==> src/rtl/acquisition_sequencer.sv <==
// Acquisition sequencer: arms on start, runs n_periods of (count_max+1) samples on a trig rise.
// Define ACQ_CONTINUOUS_EN to add the continuous re-arm input.
module acquisition_sequencer #(
    parameter int COUNT_WIDTH = 13,
    parameter int N_WIDTH     = 16
) (
    input  logic                   clk,
    input  logic                   sclr,
    input  logic                   start,
    input  logic                   trig,
`ifdef ACQ_CONTINUOUS_EN
    input  logic                   continuous,
`endif
    input  logic [COUNT_WIDTH-1:0] count_max,
    input  logic [N_WIDTH-1:0]     n_periods,
    output logic                   addr_sclr,
    output logic [COUNT_WIDTH-1:0] addr_count_max,
    output logic                   wen,
    output logic                   busy,
    output logic                   done,
    output logic [N_WIDTH-1:0]     period_idx
);

    typedef enum logic [1:0] {
        S_IDLE  = 2'd0,
        S_ARMED = 2'd1,
        S_RUN   = 2'd2
    } state_e;

    state_e                 state_q, state_d;
    logic                   trig_q;
    logic [COUNT_WIDTH-1:0] cmax_q, cmax_d;
    logic [COUNT_WIDTH-1:0] scount_q, scount_d;
    logic [N_WIDTH-1:0]     nlast_q, nlast_d;
    logic [N_WIDTH-1:0]     pidx_q, pidx_d;
    logic                   done_q, done_d;

    logic trig_rise;
    logic arm;
    logic period_end;
    logic last_sample;
    logic cont;

`ifdef ACQ_CONTINUOUS_EN
    assign cont = continuous;
`else
    assign cont = 1'b0;
`endif

    assign trig_rise   = trig & ~trig_q;
    assign arm         = (state_q == S_IDLE) && start;
    assign period_end  = (scount_q == cmax_q);
    assign last_sample = period_end && (pidx_q == nlast_q);

    always_ff @(posedge clk) begin
        if (sclr) begin
            state_q <= S_IDLE;
        end else begin
            state_q <= state_d;
        end
    end

    always_comb begin
        state_d = state_q;
        unique case (state_q)
            S_IDLE: begin
                if (start) state_d = S_ARMED;
            end
            S_ARMED: begin
                if (trig_rise) state_d = S_RUN;
            end
            S_RUN: begin
                if (last_sample) state_d = cont ? S_ARMED : S_IDLE;
            end
            default: state_d = S_IDLE;
        endcase
    end

    always_comb begin
        addr_sclr = (state_q != S_RUN);
        wen       = (state_q == S_RUN);
        busy      = (state_q != S_IDLE);
    end

    assign addr_count_max = cmax_q;
    assign done           = done_q;
    assign period_idx     = pidx_q;

    // Shadow counters sit at zero outside RUN so RUN always starts at sample 0, period 0.
    always_comb begin
        cmax_d   = cmax_q;
        nlast_d  = nlast_q;
        done_d   = done_q;
        scount_d = '0;
        pidx_d   = '0;
        if (arm) begin
            cmax_d  = count_max;
            nlast_d = (n_periods == '0) ? '0 : n_periods - N_WIDTH'(1);
            done_d  = 1'b0;
        end
        if (state_q == S_RUN) begin
            if (period_end) begin
                scount_d = '0;
                if (last_sample) begin
                    pidx_d = '0;
                    done_d = 1'b1;
                end else begin
                    pidx_d = pidx_q + N_WIDTH'(1);
                end
            end else begin
                scount_d = scount_q + COUNT_WIDTH'(1);
                pidx_d   = pidx_q;
            end
        end
    end

    // trig_q resets high so a trig held through reset is not seen as an edge.
    always_ff @(posedge clk) begin
        if (sclr) begin
            trig_q   <= 1'b1;
            cmax_q   <= '0;
            nlast_q  <= '0;
            scount_q <= '0;
            pidx_q   <= '0;
            done_q   <= 1'b0;
        end else begin
            trig_q   <= trig;
            cmax_q   <= cmax_d;
            nlast_q  <= nlast_d;
            scount_q <= scount_d;
            pidx_q   <= pidx_d;
            done_q   <= done_d;
        end
    end

endmodule

==> config.mk <==
export PLATFORM = sky130hd
export DESIGN_NAME = acquisition_sequencer
export DESIGN_NICKNAME = d
export VERILOG_FILES = /design/src/rtl/acquisition_sequencer.sv
export SDC_FILE = /design/constraint.sdc
export NUM_CORES = 1
export LEC_CHECK = 0
export CAP_MARGIN = 25
export CORE_ASPECT_RATIO = 0.8
export CORE_MARGIN = 4
export CORE_UTILIZATION = 26
export CTS_CLUSTER_DIAMETER = 80
export DETAILED_ROUTE_END_ITERATION = 6
export DONT_BUFFER_PORTS = 1
export GPL_TIMING_DRIVEN = 0
export SLEW_MARGIN = 30
export SYNTH_ARGS = -nofsm -noshare
export SYNTH_HDL_FRONTEND = slang
export SYNTH_SLANG_ARGS = --single-unit
export TNS_END_PERCENT = 20
==> constraint.sdc <==
create_clock -name clk -period 3.3 [get_ports clk]
set_clock_uncertainty 0.15 [all_clocks]
set_input_delay 0.66 -clock clk [delete_from_list [all_inputs] [get_ports clk]]
set_output_delay 0.66 -clock clk [all_outputs]
set_load 0.005 [all_outputs]
# --- Yosys cells after proc, flatten, opt, wreduce, memory -nomap -nowiden ---
# Index checks and enable logic that the tools add are counted.
op_classes:
  add_sub_neg: 3
  eq_ne: 8
  mux: 10
  bitwise: 3
  reduce_logical: 8
op_table:
  columns: ["operator", "n"]
  rows:
  - ["$mux 16", 2]
  - ["$add 16x1->16 const B", 1]
  - ["$eq 16x16->1", 1]
  - ["$logic_not 16->1", 1]
  - ["$sub 16x1->16 const B", 1]
  - ["$add 13x1->13 const B", 1]
  - ["$eq 13x13->1", 1]
  - ["$mux 2", 3]
  - ["$ne 2x2->1 const B", 3]
  - ["$pmux 2 s3", 1]
  - ["$mux 1", 4]
  - ["$reduce_and 3->1", 1]
  - ["$reduce_or 3->1", 1]
  - ["$eq 2x1->1 const B", 1]
  - ["$eq 2x2->1 const B", 1]
  - ["$logic_and 1x1->1", 2]
  - ["$logic_not 2->1", 1]
  - ["$ne 2x1->1 const B", 1]
  - ["$not 1->1", 2]
  - ["$reduce_bool 2->1", 1]
  - ["$reduce_or 2->1", 1]
  - ["$and 1x1->1", 1]
word_totals:
  ff_bits: 62
  out_inout_bits: 33

# --- Logic depth before layout (Yosys ltp) ---
# Gate-level depths: netlist (run 1).
logic_depth:
  ltp_word: 6
  mapped_depth: 8
  ltp_nobuf: 7

# --- Worst setup path after synthesis (run 1) ---
# No wires, ideal clock.
synth_path:
  path_kind: "input to register"
  from: "input port n_periods[5]"
  to: "register nlast_q[12]"
  setup_ns: 0.128
  arrival_time_ns: 1.972
  required_ns: 3.022
  slack_ns: 1.050
  stages: 6
  n_path_buf: 1
  cell_sequence: "or3_1 > nor4_2 > nand2_1 > nand3_1 > clkbuf_1 > o21ai_0"
synth_between:
  elab_chain_cells: 2
synth_rtl:
  columns: ["element", "line_no", "rtl"]
  rows:
  - ["from (decl)", "15", "input logic [N_WIDTH-1:0] n_periods,"]
  - ["$sub 16x1->16 or $logic_not 16->1 (tied branches)", "98", "nlast_d = (n_periods == '0) ? '0 : n_periods - N_WIDTH'(1);"]
  - ["$mux 16 *", "98", null]
  - ["to (signal assigned)", "129", "nlast_q <= nlast_d;"]
  - ["to (decl)", "34", "logic [N_WIDTH-1:0] nlast_q, nlast_d;"]
# Every way passes the cells marked *; elsewhere a longest branch is shown, timed or not.
# A chain may end at the register's enable or synchronous reset.

# --- Worst setup path after layout (run 1) ---
layout_path:
  from: "register pidx_q[2] (netlist: period_idx[2])"
  to: "register state_q[1]"
layout_between:
  elab_chain_cells: 4
layout_rtl:
  columns: ["element", "line_no", "rtl"]
  rows:
  - ["from (decl)", "35", "logic [N_WIDTH-1:0] pidx_q, pidx_d;"]
  - ["from (signal assigned)", "131", "pidx_q <= pidx_d;"]
  - ["$eq 16x16->1", "53", "assign last_sample = period_end && (pidx_q == nlast_q);"]
  - ["$logic_and 1x1->1", "53", null]
  - ["$ne 2x1->1 (no line)", null, null]
  - ["$reduce_and 3->1 (no line)", null, null]
  - ["to (signal assigned)", "59", "state_q <= state_d;"]
  - ["to (decl)", "30", "state_e state_q, state_d;"]
# No other way between the ends.

==> results by group, run 1 <==
Synth
  – Commonest cells post-synth: dfxtp_1 (62), nand2_1 (58), xor2_1 (44), nor2_1 (28), a21oi_1 (23)
  – Syn. warnings: 0
  – Async S/R FF share, synth: 0
  – Synth Area in Adders: 0.0124
  – Seq/Total Area, Yosys: 0.411
  – Synthesized flop and latch total: 62
  – Post-Syn Area: 0.00302 sq mm
  – Synth Area in Compound Gates: 0.116
  – Synthesized area per cell: 8.37 sq um
  – Synth Area in Simple Gates: 0.256
  – Largest family of logic cells by synthesized area: simple AND/OR/NAND/NOR gates
  – Post-Synth XOR/XNOR Area: 0.157
  – Synth area leaders: dfxtp_1 (41%), xor2_1 (13%), nand2_1 (7.2%)
  – Post-synth EDFFs: 0
  – Cells after Synth: 361
  – Syn nets: 397
  – Synth area leader: dfxtp_1
  – Mux contribution to synthesized area: 0.0166
  – Top_reg_cell synth: dfxtp_1
  – Top-count cell post-synth: dfxtp_1
  – Yosys top cell area share: 0.411
  – Yosys cell types: 38

Floorplanning
  – Site Rows: 34
  – DIE HEIGHT: 104 microns
  – Ports: 66
  – Chip width: 129 microns
  – DIE AREA: 0.0134 sq mm
  – Core area: 0.0111 sq mm
  – Initial core utilization: 0.272

Global routing
  – Grt met3 use: 0.0385
  – Total GRT Usage: 0.118
  – Largest net degree at the start of global routing: 11
  – M1 GR Usage: 0.149
  – GRT overflow: 0
  – Initial antenna violation count: 0
  – Vias in the first global route: 2550
  – M2 GR Usage: 0.184
  – Global route hottest layer: met2
  – First-pass GRT wire length: 12700 microns

Power
  – Pwr dens: 538 mW/mm^2
  – Worst vdd ir: 0.255 mV
  – Pleak: 1.33 nW

Clock network
  – Clock Sinks: 62
  – Clock latency on the worst-skew pair: 0.32 ns
  – CTS tree: yes
  – Post-CTS setup buffer count: 0
  – CTS H-tree lvls: 3
  – Longest Clk Path Bufs: 2
  – Resized Gates After CTS: 0
  – CTS Root Buffer Type: clkbuf_16
  – Cts hold-fix bufs: 0
  – Clk slew on worst S/H paths: 0.05 ns
  – Total CTS buffers: 9

Worst setup path
  – Slowest CP cell: o21ai_0
  – WS Path Type: reg2reg
  – Critical Path Fanout Max: 10
  – Slowest stage delay, CP: 0.44 ns
  – Nature of the critical path startpoint: flip-flop
  – Required time of the critical path: 3.34 ns
  – CP arrival: 2.54 ns
  – Critical-path cell list: clkbuf_1, xor2_1, nor4_1, nand4_1, o21ai_0, buf_2, o41ai_1
  – Critical Path Sink Type: flip-flop

STA
  – Worst slew margin: 0.563
  – Fin crit share: 0.756
  – Fmax: 401 MHz
  – Final Hold Fails: 0
  – Worst Max-Slew Pin Slew: 0.650 ns
  – Setup-failing EPs final: 0
  – RSZ-0062 raised after global routing: false
  – Period minus WS final: 2.49 ns
  – Pins over their slew limit: 0
  – Setup TNS: 0 ns

Place
  – Buffers on Ports: 0
  – Final Wtd Congestion: 0.812
  – Hpwl dp: 6110 microns
  – Post-Place Cells: 505

Layout
  – Final net count: 408
  – Share of cells above drive strength 1: 0.0638
  – Number of diodes: 0
  – Area grow syn2layout: 16.2%
  – Fin cells: 520

Run status
  – Status: finished clean

Routing
  – DRC violations left: 0
  – DRT Wirelength: 7740 microns
  – DR vias/cell: 4.86
  – Initial DRC Count: 109
  – Vias: 2529
  – DRT Pass-1 Iters: 5
  – Final antenna-violating net count: 0
  – Routed len/inst: 14.9 microns

Run
  – Max_cap viols: 0

Min path
  – Hold Crit Class: reg2reg
==> cell usage in the layout, fill, tap and decap left out, drive strengths merged, types with 3 or more instances in the layout <==
cell / instances
a21oi: 23
and3: 5
nand2: 58
ha: 3
xnor2: 10
nor4: 11
or3: 4
o31ai: 8
a211oi: 3
or4: 8
inv: 8
and2: 3
nand4: 11
mux2i: 5
nor3: 13
clkbuf: 24
nand3: 6
dfxtp: 62
nor2: 28
o21ai: 20
xor2: 44
==> worst paths after layout <==
kind / startpoint / endpoint / slack, ns / depth (start not counted)
worst max-delay path: period_idx[2] / state_q[1] / 0.81 / 7
worst min-delay path: trig_q / state_q[1] / 0.29 / 1
worst max register to register: period_idx[2] / state_q[1] / 0.81 / 7
worst min register to register: trig_q / state_q[1] / 0.29 / 1
==> cells by family after synthesis <==
family          after synthesis
compound gates               60
flops                        62
simple gates                154
buf+inv                      23
fa+ha+maj                     3
xor+xnor                     54
mux                           5
==> flip-flops by register name, summed over array words and instances (netlist names) <==
name            flops
done                1
nlast_q            16
trig_q              1
state_q             2
addr_count_max     13
scount_q           13
period_idx         16
==> final cells by class <==
| cell class | instances | area, sq um |
|---|---|---|
| Fill cell | 1165 | 7590 |
| Multi-Input combinational cell | 276 | 1680 |
| Sequential cell | 62 | 1240 |
| Clock buffer | 12 | 267 |
| Tap cell | 144 | 180 |
| Buffer | 14 | 61.3 |
| Clock inverter | 3 | 42.5 |
| Inverter | 9 | 33.8 |
==> per-stage QoR <==
| step | setup slack (ns) | cell area (sq um) | util | hold slack (ns) | total power (W) |
|---|---|---|---|---|---|
| after detailed placement | 0.631 | 3200 | 0.288 | 0.292 | 0.000953 |
| after global placement | 0.767 | 3200 | 0.288 | 0.274 | 0.000950 |
| after CTS | 0.832 | 3510 | 0.316 | 0.284 | 0.00191 |
| final | 0.805 | 3510 | 0.316 | 0.293 | 0.00189 |
| after global routing | 0.645 | 3510 | 0.316 | 0.284 | 0.00197 |
| after floorplan | 1.05 | 3020 | - | 0.268 | 0.000915 |
==> critical path, delay by kind of cell, from the launching register on <==
family | cells | cell delay [ns]
AOI/OAI and AO/OA | 2 | 0.55
xor gates and xnor gates | 1 | 0.12
buffers and inverters | 2 | 0.73
DFF | 1 | 0.37
and+or+nand+nor | 2 | 0.44
==> power by group <==
part	internal (W)	total, W	switching, W
Sequential	0.000776	0.000802	0.0000261
Combinational	0.0000519	0.000133	0.0000813
Clock	0.000640	0.000953	0.000313
Total	0.00147	0.00189	0.000421
==> routing by layer <==
layer / wire length, microns / vias to the layer above
li1: - / 1280
met1: 3470 / 1157
met2: 3550 / 80
met3: 541 / 12
met4: 178 / 0
met5: 0 / -
Note: power is estimated with default switching activity, not from simulation.
==> run 2, diff against run 1 <==
==> constraint.sdc (replaced) <==
create_clock -name clk -period 2.2 [get_ports clk]
set_clock_uncertainty 0.15 [all_clocks]
set_input_delay 0.44 -clock clk [delete_from_list [all_inputs] [get_ports clk]]
set_output_delay 0.44 -clock clk [all_outputs]
set_load 0.005 [all_outputs]
==> run 2 against run 1 <==
Compared with the run above: final cell count rose by 1.2%; cell area grew 4.6%; clock-buffer cell count is the same; routed wire length rose by 2.7%; sequential share of layout area decreased by 1.1 points.
==> results by group, run 2 (synthesis results as in run 1) <==
Global routing
  – Vias in the first global route: 2555
  – Initial antenna violation count: 0
  – Global route hottest layer: met2
  – GRT overflow: 0
  – M2 GR Usage: 0.184
  – M1 GR Usage: 0.150
  – First-pass GRT wire length: 12800 microns
  – Largest net degree at the start of global routing: 13
  – Grt met3 use: 0.0385
  – Total GRT Usage: 0.118

STA
  – Final worst slack: 0.0611 ns
  – Worst slew margin: 0.631
  – Fin crit share: 0.972
  – Pins over their slew limit: 0
  – Fmax: 468 MHz
  – Setup-failing EPs final: 0
  – Worst Max-Slew Pin Slew: 0.550 ns
  – Final Hold Fails: 0
  – Period minus WS final: 2.14 ns

Layout
  – Fin cells: 526
  – Number of diodes: 0
  – Fin area: 0.00367 sq mm
  – Final net count: 414
  – Commonest non-fill, non-tap cell in the layout: nand2_1
  – Share of cells above drive strength 1: 0.144
  – Area grow syn2layout: 21.5%
  – Commonest non-fill, non-tap cells in the layout: nand2_1 (58), dfxtp_1 (51), xor2_1 (42)

Clock network
  – Longest Clk Path Bufs: 2
  – Clock latency on the worst-skew pair: 0.32 ns
  – CTS Root Buffer Type: clkbuf_16
  – CTS tree: yes
  – Total CTS buffers: 9
  – Clk slew on worst S/H paths: 0.05 ns
  – Clock Sinks: 62
  – CTS H-tree lvls: 3

Min path
  – Hold_sp: trig
  – Hold Crit Class: in2reg

Worst setup path
  – Required time of the critical path: 2.30 ns
  – Launching point of the worst reg2reg path: addr_count_max[10]
  – Nature of the critical path startpoint: flip-flop
  – Crit path launch: addr_count_max[10]
  – WS Path Type: reg2reg
  – Critical Path Sink Type: flip-flop
  – Critical Path Fanout Max: 4
  – CP arrival: 2.24 ns

Routing
  – DRT Pass-1 Iters: 4
  – DRT Wirelength: 7950 microns
  – Initial DRC Count: 101
  – Final antenna-violating net count: 0
  – DR vias/cell: 4.92
  – DRC violations left: 0
  – Routed len/inst: 15.1 microns
  – Vias: 2589

Floorplanning
  – DIE HEIGHT: 104 microns
  – DIE AREA: 0.0134 sq mm
  – Initial core utilization: 0.272
  – Site Rows: 34
  – Ports: 66
  – Chip width: 129 microns
  – Core area: 0.0111 sq mm

Place
  – Final Wtd Congestion: 0.812
  – Post-Place Cells: 505
  – Buffers on Ports: 0
  – Placed Area: 0.00320 sq mm
  – Hpwl dp: 6110 microns
  – Worst slack at placement: -0.275 ns

Run status
  – Status: finished clean

Power
  – Worst vdd ir: 0.397 mV
  – Pleak: 1.42 nW
  – Pwr dens: 788 mW/mm^2

Run
  – Max_cap viols: 0
-- run 2: cell types whose count changed in the layout (fill, tap and decap cells not counted), moves of 3 or more --
cell / before / now
dfxtp_2: 0 / 10
nor4_2: 3 / 0
clkbuf_1: 12 / 8
o31ai_1: 8 / 5
nor4_4: 0 / 3
buf_4: 0 / 7
dfxtp_1: 62 / 51
o31ai_2: 0 / 3
-- run 2: power by group --
part           total (W)  switching [W]  internal [W]
Combinational   0.000250       0.000139      0.000112
Clock            0.00143       0.000475      0.000959
Sequential       0.00121      0.0000403       0.00117
Total            0.00289       0.000654       0.00224
-- run 2: timing repair --
action                                  in CTS  in global routing
buffers inserted                             3                  4
hold buffers                                 0                  0
pin swaps                                    4                  5
endpoints found under the setup margin      24                 37
resized for setup                           11                 23
-- run 2: worst paths after layout --
check | to | slack (ns) | cells after the start
setup / recovery | period_idx[5] | 0.06 | 6
hold / removal | trig_q | 0.07 | 1
setup reg to reg | period_idx[5] | 0.06 | 6
hold reg to reg | state_q[1] | 0.29 | 1
-- run 2: cell type report --
cell class | count | area [sq um]
Multi-Input combinational cell | 276 | 1770
Sequential cell | 62 | 1260
Clock buffer | 12 | 267
Fill cell | 1143 | 7430
Clock inverter | 3 | 42.5
Inverter | 9 | 33.8
Buffer | 13 | 66.3
Timing Repair Buffer | 7 | 56.3
Tap cell | 144 | 180
-- run 2: metrics by stage --
step,hold WS [ns],total power (W),TNS (ns),utilization
CTS,0.0643,0.00288,-0.00908,0.320
global placement,0.274,0.00143,-4.35,0.288
detailed placement,0.292,0.00143,-6.10,0.288
finish,0.0736,0.00289,0,0.331
global route,0.0645,0.00300,-0.137,0.331
floorplan,0.268,0.00137,0,-
-- run 2: worst max-delay path, cell delays in order (launching register included) --
cell     delay [ns]
dfxtp_2        0.35
xor2_2         0.19
nor4_4         0.35
nand4_2        0.20
buf_6          0.17
or4_1          0.51
a21oi_1        0.15
-- run 2: metal layers --
metal / vias up / wire length (microns)
met5: - / 0
met4: 0 / 201
met3: 14 / 473
met2: 66 / 3700
met1: 1219 / 3570
li1: 1290 / -
